==> src/rtl/r4_divider_64_if.sv <==
// r4_divider_64_if: start/operand handshake and registered result bundle for the radix-4 divider
interface r4_divider_64_if #(parameter int N = 64);
  logic         start;
  logic [N-1:0] dvd;
  logic [N-1:0] dvs;
  logic         busy;
  logic         done;
  logic [N-1:0] quo;
  logic [N-1:0] rem;
  logic         dbz;
  modport master(output start, dvd, dvs, input busy, done, quo, rem, dbz);
  modport slave(input start, dvd, dvs, output busy, done, quo, rem, dbz);
endinterface

==> src/rtl/r4_divider_64.sv <==
// r4_divider_64: signed N-bit radix-4 restoring divider, 2 quotient bits per cycle
module r4_divider_64 #(parameter int N = 64) (
  input logic clk,
  input logic reset,
  r4_divider_64_if.slave bus
);
  localparam int CW = $clog2(N / 2);
  typedef enum logic [1:0] {IDLE, RUN, FIX, DONE} state_t;
  state_t state, state_d;
  logic armed, zero, neg_q, neg_r, accept, b1, b2;
  logic [CW-1:0] cnt;
  logic [N:0] pr, s1, r1, s2, r2;
  logic [N-1:0] dm, dq, dvd_r;
  always_comb begin
    accept = (state == IDLE || state == DONE) && bus.start && armed;
    // pr[N] never sets in practice; folding it in keeps the step exact for any shifted value
    s1 = {pr[N-1:0], dq[N-1]};
    b1 = pr[N] | (s1 >= {1'b0, dm});
    r1 = b1 ? s1 - {1'b0, dm} : s1;
    s2 = {r1[N-1:0], dq[N-2]};
    b2 = r1[N] | (s2 >= {1'b0, dm});
    r2 = b2 ? s2 - {1'b0, dm} : s2;
    bus.busy = state == RUN || state == FIX;
    bus.done = state == DONE;
    state_d = state;
    case (state)
      IDLE, DONE: state_d = accept ? (bus.dvs == '0 ? FIX : RUN) : IDLE;
      RUN:        state_d = cnt == CW'(N / 2 - 1) ? FIX : RUN;
      FIX:        state_d = DONE;
      default:    state_d = IDLE;
    endcase
  end
  always_ff @(posedge clk) begin
    if (reset) begin
      state   <= IDLE;
      armed   <= 1'b0;
      cnt     <= '0;
      pr      <= '0;
      dm      <= '0;
      dq      <= '0;
      dvd_r   <= '0;
      zero    <= 1'b0;
      neg_q   <= 1'b0;
      neg_r   <= 1'b0;
      bus.quo <= '0;
      bus.rem <= '0;
      bus.dbz <= 1'b0;
    end else begin
      state <= state_d;
      armed <= 1'b1;
      if (accept) begin
        dvd_r <= bus.dvd;
        dm    <= bus.dvs[N-1] ? -bus.dvs : bus.dvs;
        dq    <= bus.dvd[N-1] ? -bus.dvd : bus.dvd;
        neg_q <= bus.dvd[N-1] ^ bus.dvs[N-1];
        neg_r <= bus.dvd[N-1];
        zero  <= bus.dvs == '0;
        pr    <= '0;
        cnt   <= '0;
      end else if (state == RUN) begin
        pr  <= r2;
        dq  <= {dq[N-3:0], b1, b2};
        cnt <= cnt + CW'(1);
      end
      if (state == FIX) begin
        bus.quo <= zero ? '1 : neg_q ? -dq : dq;
        bus.rem <= zero ? dvd_r : neg_r ? -pr[N-1:0] : pr[N-1:0];
        bus.dbz <= zero;
      end
    end
  end
endmodule

==> src/flat_wrapper.sv <==
// flat-port wrapper written by rule: the top's interface ports become plain ports
module r4_divider_64_flat 
#(parameter int N = 64)
  (clk, reset, bus_start, bus_dvd, bus_dvs, bus_busy, bus_done, bus_quo, bus_rem, bus_dbz);
  r4_divider_64_if #(.N(N)) bus_i ();
  input logic clk;
  input logic reset;
  input wire logic [$bits(bus_i.start)-1:0] bus_start;
  input wire logic [$bits(bus_i.dvd)-1:0] bus_dvd;
  input wire logic [$bits(bus_i.dvs)-1:0] bus_dvs;
  output wire logic [$bits(bus_i.busy)-1:0] bus_busy;
  output wire logic [$bits(bus_i.done)-1:0] bus_done;
  output wire logic [$bits(bus_i.quo)-1:0] bus_quo;
  output wire logic [$bits(bus_i.rem)-1:0] bus_rem;
  output wire logic [$bits(bus_i.dbz)-1:0] bus_dbz;
  assign bus_i.start = bus_start;
  assign bus_i.dvd = bus_dvd;
  assign bus_i.dvs = bus_dvs;
  assign bus_busy = bus_i.busy;
  assign bus_done = bus_i.done;
  assign bus_quo = bus_i.quo;
  assign bus_rem = bus_i.rem;
  assign bus_dbz = bus_i.dbz;
  r4_divider_64 #(.N(N)) u_core (.clk(clk), .reset(reset), .bus(bus_i));
endmodule
==> config.mk <==
export PLATFORM = sky130hd
export DESIGN_NAME = r4_divider_64_flat
export DESIGN_NICKNAME = d
export VERILOG_FILES = /design/src/rtl/r4_divider_64_if.sv /design/src/rtl/r4_divider_64.sv /design/src/flat_wrapper.sv
export SDC_FILE = /design/constraint.sdc
export NUM_CORES = 1
export LEC_CHECK = 0
export ABC_AREA = 1
export CAP_MARGIN = 40
export CELL_PAD_IN_SITES_DETAIL_PLACEMENT = 0
export CELL_PAD_IN_SITES_GLOBAL_PLACEMENT = 2
export CORE_AREA = 2 2 279 336
export CTS_BUF_LIST = sky130_fd_sc_hd__clkbuf_8
export DETAILED_ROUTE_END_ITERATION = 8
export DIE_AREA = 0 0 281 338
export DONT_BUFFER_PORTS = 1
export HOLD_SLACK_MARGIN = 0.12
export PLACE_DENSITY_LB_ADDON = 0.2
export SLEW_MARGIN = 20
export SYNTH_ARGS = -nofsm -noshare
export SYNTH_HDL_FRONTEND = slang
export SYNTH_SLANG_ARGS = --single-unit
==> constraint.sdc <==
create_clock -name clk -period 9.1 [get_ports clk]
set_input_delay 0.91 -clock clk [delete_from_list [all_inputs] [get_ports clk]]
set_output_delay 0.91 -clock clk [all_outputs]
set_load 0.005 [all_outputs]
* Yosys cells after proc, flatten, opt, wreduce, memory -nomap -nowiden
Index checks and enable logic that the tools add are counted. Widths: inputs -> output; s select.
Storage, ports and cells: RAM bits 0, bits in read-only memories 0, memories 0, logic and storage cells 53, input port bits 131, bits in latches 0, bits in registers 397
Cells by class: $add $sub $neg 7, bitwise logic cells 3, equal/unequal tests 4, shift operators 0, $lt $le $gt $ge 2, reduce and logical (&&, ||, !) cells 9, divide/modulo/power cells 0, $mul 0, multiplexer cells 15
Operator list (number):
- $mux 64 | 8
- $neg 64->64 | 4
- $ge 65x64->1 | 2
- $mux 65 | 2
- $sub 65x64->65 | 2
- $logic_not 64->1 | 1
- $mux 2 | 3
- $pmux 2 s3 | 1
- $add 5x1->5 const B | 1
- $eq 5x5->1 const B | 1
- $eq 2x2->1 const B | 2
- $reduce_or 2->1 | 2
- $eq 2x1->1 const B | 1
- $logic_and 1x1->1 | 2
- $logic_not 2->1 | 1
- $logic_or 1x1->1 | 2
- $or 1x1->1 | 2
- $reduce_bool 2->1 | 1
- $mux 1 | 1
- $xor 1x1->1 | 1

* Depth between registers and ports, before layout
Gate-level depths: netlist (run 1).
depth after elaboration 7, depth in mapped cells 38, depth with buffers taken out 35

* Least setup slack after synthesis (run 1)
OpenSTA, ideal clock, no wires.
kind register -> register, from reg u_core.dm[60], to reg u_core.pr[0], data arrival time 4056 ps, path slack 4911 ps, cell stages (with the launch flop) 31, setup time 132 ps, path buffers 5, cells stage by stage dfxtp_1 > inv_1 > ha_1 > clkbuf_1 > a21o_1 > o21bai_1 > a21oi_1 > nand3_1 > nor2_2 > nand2_4 > buf_4 > buf_2 > o21ai_0 > inv_1 > ha_1 > nand2_1 > inv_1 > a21oi_1 > o21ai_1 > nand2_1 > nand2_1 > nand2_1 > nand2_1 > nand3_1 > nand2_1 > nand2_1 > buf_2 > buf_1 > nand4_1 > nand3_1 > a21oi_1
On the way: word-level cells in the longest chain between the ends 6, elaborated cells between the ends (all ways) 7, those cells by class add/sub: 1; order compare: 2; mux: 2; bitwise: 2
RTL lines:
- from (decl) | line r4_divider_64.sv:13 | logic [N-1:0] dm, dq, dvd_r;
- from (signal assigned) | line r4_divider_64.sv:53 | dm <= bus.dvs[N-1] ? -bus.dvs : bus.dvs;
- $ge 65x64->1 | line r4_divider_64.sv:18 | b1 = pr[N] | (s1 >= {1'b0, dm});
- $or 1x1->1 | line r4_divider_64.sv:18
- $mux 65 | line r4_divider_64.sv:19 | r1 = b1 ? s1 - {1'b0, dm} : s1;
- $ge 65x64->1 | line r4_divider_64.sv:21 | b2 = r1[N] | (s2 >= {1'b0, dm});
- $or 1x1->1 * | line r4_divider_64.sv:21
- $mux 65 * | line r4_divider_64.sv:22 | r2 = b2 ? s2 - {1'b0, dm} : s2;
- to (signal assigned) | line r4_divider_64.sv:61 | pr <= r2;
- to (decl) | line r4_divider_64.sv:12 | logic [N:0] pr, s1, r1, s2, r2;
Every way passes the cells marked *; elsewhere a longest branch is shown, timed or not. A chain may end at the register's enable or synchronous reset.

* Worst setup path after layout (run 1)
from reg u_core.dm[27], to reg u_core.pr[31]
On the way: word-level cells in the longest chain between the ends 6, elaborated cells between the ends (all ways) 8, those cells by class add/sub: 2; order compare: 2; mux: 2; bitwise: 2
RTL lines (line):
- $ge 65x64->1 | r4_divider_64.sv:18
- $or 1x1->1 | r4_divider_64.sv:18
- $mux 65 | r4_divider_64.sv:19
- $ge 65x64->1 | r4_divider_64.sv:21
- $or 1x1->1 | r4_divider_64.sv:21
- $mux 65 * | r4_divider_64.sv:22
Marked as above.

==> results.sh, run 1 <==
export IMPL_slew_limit_headroom=0.385
export IMPL_r2r_cells=32
export IMPL_die_area_um2=95000
export IMPL_utilization=0.407
export IMPL_dr_wl_met2_um=83700
export IMPL_post_drt_wl_per_cell_um=25.5
export IMPL_top_layer="met5"
export IMPL_totalWireLength_um=184000
export IMPL_cts_buffers=73
export IMPL_cpPeakStageDelay_ps=700
export IMPL_place_hpwl_um=148000
export IMPL_num_rows=122
export IMPL_synth_area_per_cell_um2=5.74
export IMPL_setup_viol=0
export IMPL_syn_area_um2=34600
export IMPL_yosys_warnings=0
export IMPL_cts_tree="done"
export IMPL_setup_tns_final_ps=0
export IMPL_grt_setup_unrepaired="false"
export IMPL_pre_cts_slack_ps=2550
export IMPL_first_global_vias=38558
export IMPL_status="completed"
export IMPL_endpoint_kind="register"
export IMPL_clk_latency_ps=730
export IMPL_setup_slack_ps=2230
export IMPL_worstReg2RegStart="u_core.dm[27]"
export IMPL_drc=0
export IMPL_maxCapViolCount=0
export IMPL_cts_root_buf="clkbuf_8"
export IMPL_htree_levels=3
export IMPL_muxShareOfSynthArea=0
export IMPL_cts_setup_buffers=0
export IMPL_grt_max_degree=143
export IMPL_cts_sinks=396
export IMPL_cts_hold_buf=0
export IMPL_synthSimpleGateAreaFrac=0.367
export IMPL_path_max_fanout=65
export IMPL_syn_num_nets=6295
export IMPL_die_w_um=281
export IMPL_boundaryPins=262
export IMPL_path_class="register to register"
export IMPL_clk_pin_slew_worst_paths_ps=60
export IMPL_grt_pass1_wl_um=263000
export IMPL_clockBufferDepth=3
export IMPL_worst_r2r_setup_slack_ps=2230
export IMPL_final_common_cell="nand2_1"
export IMPL_start_kind="register"
export IMPL_ys_flop_type="dfxtp_1"
export IMPL_ant_nets=0
export IMPL_whs_endpoint="u_core.dq[37]"
export IMPL_start_util=0.377
export IMPL_required_ps=9650
export IMPL_rr_endpoint="u_core.pr[31]"
export IMPL_synth_edf_count=0
export IMPL_fin_skew_ps=53.5
export IMPL_synth_cell_types=63
export IMPL_grt_usage=0.379
export IMPL_synthXorXnorAreaFrac=0.0304
export IMPL_routed_via_count=40202
export IMPL_period_minus_slack_ps=6870
export IMPL_netlist_instances=6025
export IMPL_multi_input_area_um2=22000
export IMPL_synthAdderAreaFrac=0.0508
export IMPL_path_common_cell="nand2_1"
export IMPL_synth_compound_area_frac=0.187
export IMPL_min_path_cells=1
export IMPL_post_drt_via_cell_ratio=5.55
export IMPL_hold_path_startpoint="bus_dvd[37]"
export IMPL_final_cell_mix="nand2_1, inv_1, nor2_1"
export IMPL_fmax_mhz=146
export IMPL_fill_cells=10532
export IMPL_final_nets=6211
export IMPL_first_pass_iters=5
export IMPL_grt_antenna_before_repair=15
export IMPL_core_um2=91700
export IMPL_drive_gt1_frac=0.0480
export IMPL_synth_top_family_by_area="simple AND/OR/NAND/NOR gates"
export IMPL_register_area_um2=7930
export IMPL_yosysSeqAreaShare=0.229
export IMPL_tightest_slew_ps=923
export IMPL_finalHoldViolations=0
export IMPL_gp_congestion=1.04
export IMPL_ctsResizeCount=0
export IMPL_cp_slowest_cell="buf_4"
export IMPL_dr_first_iter_drc_count=3494
export IMPL_wl_met1_um=72800
export IMPL_min_path_type="input port to register"
export IMPL_critical_path_arrival_ps=7420
export IMPL_ys_ff_latch=396
export IMPL_maxSlewViolCount=0
export IMPL_area_growth_pct=8.17
export IMPL_synthArstFlopShare=0
export IMPL_die_y_um=338
export IMPL_io_buffers=0
export IMPL_grt_ovfl_total=0
export IMPL_period_share=0.755
export IMPL_route_met3_wl_um=15800
-- metrics by stage --
stage                     std cells  hold WS, ps  instance area, um2
after floorplan                6025          422               34600
after global placement         7091          440               35600
after detailed placement       7103          445               35800
after CTS                      7231          224               37300
after global routing           7236          299               37400
final                          7238          295               37400
-- Yosys cell counts, types with 3 or more instances --
library cell,n,area (um2)
a211oi_1,17,128
a21boi_0,7,52.6
a21o_1,10,75.1
a21oi_1,426,2130
a221oi_1,5,43.8
a31oi_1,104,651
and2_1,4,25.0
and3_1,10,62.6
buf_1,27,101
buf_2,24,120
buf_6,6,67.6
clkbuf_1,163,612
clkinv_1,9,33.8
dfxtp_1,396,7930
ha_1,137,1710
inv_1,974,3660
inv_2,19,71.3
nand2_1,1602,6010
nand2_2,9,56.3
nand3_1,384,1920
nand3_2,5,50.1
nand3b_1,24,180
nand4_1,139,870
nor2_1,602,2260
nor2_2,22,138
nor3_1,88,440
nor3_2,5,50.1
nor4_1,52,325
o2111ai_1,3,26.3
o211a_1,7,70.1
o211ai_1,55,413
o21a_1,10,75.1
o21ai_0,410,2050
o21ai_1,15,75.1
o21bai_1,15,113
o221ai_1,24,210
o22ai_1,29,181
o31ai_1,5,37.5
or2_2,31,194
or3_1,3,18.8
xnor2_1,72,631
xor2_1,48,420
-- cell type report --
class	instances	area share
Antenna cell	4	0.000268
Multi-Input combinational cell	4405	0.589
Clock inverter	39	0.00730
Tap cell	1240	0.0415
Inverter	1003	0.101
Timing Repair Buffer	62	0.0160
Sequential cell	396	0.212
Clock buffer	89	0.0328
-- flip-flops by register name, summed over array words and instances (netlist names) --
name	flops
u_core.armed	1
u_core.dvd_r	64
u_core.dq	64
u_core.bus.quo	64
u_core.state	2
u_core.bus.rem	64
u_core.neg_q	1
u_core.dm	64
u_core.pr	65
u_core.zero	1
u_core.cnt	5
u_core.bus.dbz	1
-- metal layers --
layer	global-route usage	vias to the layer above
met5	0	-
met2	0.627	1564
met3	0.0948	385
met1	0.445	18788
met4	0.218	18
li1	-	19447
-- worst max-delay path by stage --
stage	startpoint	end
5_1_grt	u_core.dm[27]	u_core.pr[31]
2_1_floorplan	u_core.dm[60]	u_core.pr[0]
3_5_place_dp	u_core.dm[27]	u_core.pr[31]
6_report	u_core.dm[27]	u_core.pr[31]
3_3_place_gp	u_core.dm[27]	u_core.pr[31]
4_1_cts	u_core.dm[27]	u_core.pr[31]
-- worst max-delay path, delay by kind of cell, from the launching register on --
family,cells,cell delay (ps)
buffers and inverters,6,1420
flip-flops,1,410
adder cells (fa/ha/maj),2,670
AND/OR/NAND/NOR,20,3310
AO/OA/AOI/OAI,4,820
-- logic make-up (layout without fill, tap and decap cells) --
logic type	count (synthesis)	in the layout
AO/OA/AOI/OAI	1158	1158
XOR/XNOR	120	120
adder cells (fa/ha/maj)	139	139
buffers and inverters	1224	1193
flip-flops	396	396
other	0	4
AND/OR/NAND/NOR	2988	2988
Power of run 1 is not shown: default switching activity piles up to over one toggle a cycle in this logic, so the estimate is an artifact.
==> run 2: changes to the inputs <==
Settings changed: CORE_AREA 2 2 279 336 to 2 2 303 365, DIE_AREA 0 0 281 338 to 0 0 305 367.
Clock period 9.1 ns to 5.5 ns, I/O delays scaled along.
==> results.sh, run 2 (synthesis gave the netlist of run 1 again) <==
export IMPL_status="completed"
export IMPL_min_path_type="input port to register"
export IMPL_core_um2=109000
export IMPL_largest_reg_flops=65
export IMPL_cts_tree="done"
export IMPL_fin_skew_ps=71.9
export IMPL_htree_levels=3
export IMPL_cts_sinks=396
export IMPL_cts_root_buf="clkbuf_8"
export IMPL_final_common_cell="nand2_1"
export IMPL_grt_max_degree=135
export IMPL_worst_r2r_setup_slack_ps=180
export IMPL_post_drt_via_cell_ratio=5.29
export IMPL_period_share=0.967
export IMPL_area_growth_pct=25.0
export IMPL_start_util=0.318
export IMPL_fin_cells=8056
export IMPL_largest_register="u_core.pr"
export IMPL_finalHoldViolations=0
export IMPL_num_rows=133
export IMPL_path_class="register to register"
export IMPL_totalWireLength_um=198000
export IMPL_critPathBufInv=9
export IMPL_endpoint_kind="register"
export IMPL_fmax_mhz=188
export IMPL_start_kind="register"
export IMPL_drc=0
export IMPL_dr_first_iter_drc_count=3565
export IMPL_period_minus_slack_ps=5320
export IMPL_grt_ovfl_total=0
export IMPL_grt_pass1_wl_um=285000
export IMPL_final_nets=6850
export IMPL_first_pass_iters=6
export IMPL_place_inst=7805
export IMPL_cpPeakStageDelay_ps=460
export IMPL_place_hpwl_um=160000
export IMPL_grt_antenna_before_repair=5
export IMPL_pre_cts_slack_ps=-248
export IMPL_setup_slack_ps=180
export IMPL_slew_limit_headroom=0.393
export IMPL_clockBufferDepth=3
export IMPL_tightest_slew_ps=910
export IMPL_clk_pin_slew_worst_paths_ps=60
export IMPL_io_buffers=0
export IMPL_post_drt_wl_per_cell_um=24.5
export IMPL_boundaryPins=262
export IMPL_grt_usage=0.344
export IMPL_maxSlewViolCount=0
export IMPL_die_area_um2=112000
export IMPL_maxCapViolCount=0
export IMPL_first_global_vias=41763
export IMPL_cp_top_family="simple AND/OR/NAND/NOR gates"
export IMPL_final_cell_mix="nand2_1, inv_1, nor2_1"
export IMPL_required_ps=6090
export IMPL_clk_latency_ps=800
export IMPL_routed_via_count=42595
export IMPL_die_y_um=367
export IMPL_gp_congestion=1.03
export IMPL_ant_nets=0
export IMPL_setup_viol=0
export IMPL_path_max_fanout=10
export IMPL_die_w_um=305
export IMPL_drive_gt1_frac=0.128
export IMPL_cts_buffers=73
export IMPL_critical_path_arrival_ps=5910
export IMPL_cp_slowest_cell="ha_2"
-- run 2: cell count changes in the layout (fill, tap and decap cells not counted), moves of 3 or more --
cell,delta
nand2_2,+4
buf_6,+4
nor2_4,+4
nand3_1,-4
nand2_1,-5
ha_4,+5
nor2_1,-6
buf_12,+26
nand3_2,+3
buf_4,+500
ha_1,-9
ha_2,+4
dlygate4sd3_1,+111
-- run 2: metrics by stage --
stage               utilization  instance area [um2]  hold WS, ps  TNS (ps)
floorplan                     -                34600          422         0
global placement          0.369                40100          438    -22180
detailed placement        0.370                40300          443    -12290
CTS                       0.395                42900          123         0
global route              0.397                43200          154     -2.34
finish                    0.398                43200          158         0
-- run 2: path summary, 6_finish.rpt --
check	cells past startpoint	startpoint	end
worst max register to register	31	u_core.dm[41]	u_core.pr[49]
worst max-delay path	31	u_core.dm[41]	u_core.pr[49]
worst min register to register	2	u_core.dvd_r[43]	u_core.dvd_r[43]
worst min-delay path	4	bus_dvd[63]	u_core.dq[5]
-- run 2: cell type report --
class                      count  area [um2]
fill                       12302       65500
multi-input combinational   4405       22200
sequential                   396        7930
timing repair buffer         701        5990
inverter                    1003        3780
tap                         1417        1770
clock buffer                  88        1210
clock inverter                42         278
antenna                        4        10.0
-- run 2: worst register-to-register path: cells and delay by family, from the launching register on --
kind,cells,cell delay [ps]
flip-flops,1,450
XOR/XNOR,1,170
adder cells (fa/ha/maj),2,800
AO/OA/AOI/OAI,4,630
AND/OR/NAND/NOR,15,1920
buffers and inverters,9,1220
-- run 2: routing by layer --
metal  GRT usage  vias to the layer above  routed length, um
met5           0                        -                 27
met4       0.161                        4              10400
met3      0.0607                      341              12800
met2       0.593                     1390              93700
met1       0.414                    20141              80700
li1            -                    20719                  -
-- run 2: repair_timing --
action,4_1_cts,5_1_grt
resized for setup,5,50
endpoints found under the hold margin,242,0
pin swaps,0,1
gates cloned,0,0
setup buffers,0,1
setup endpoints to repair,66,66
hold buffers,112,0
Power of run 2 is left out for the same reason.
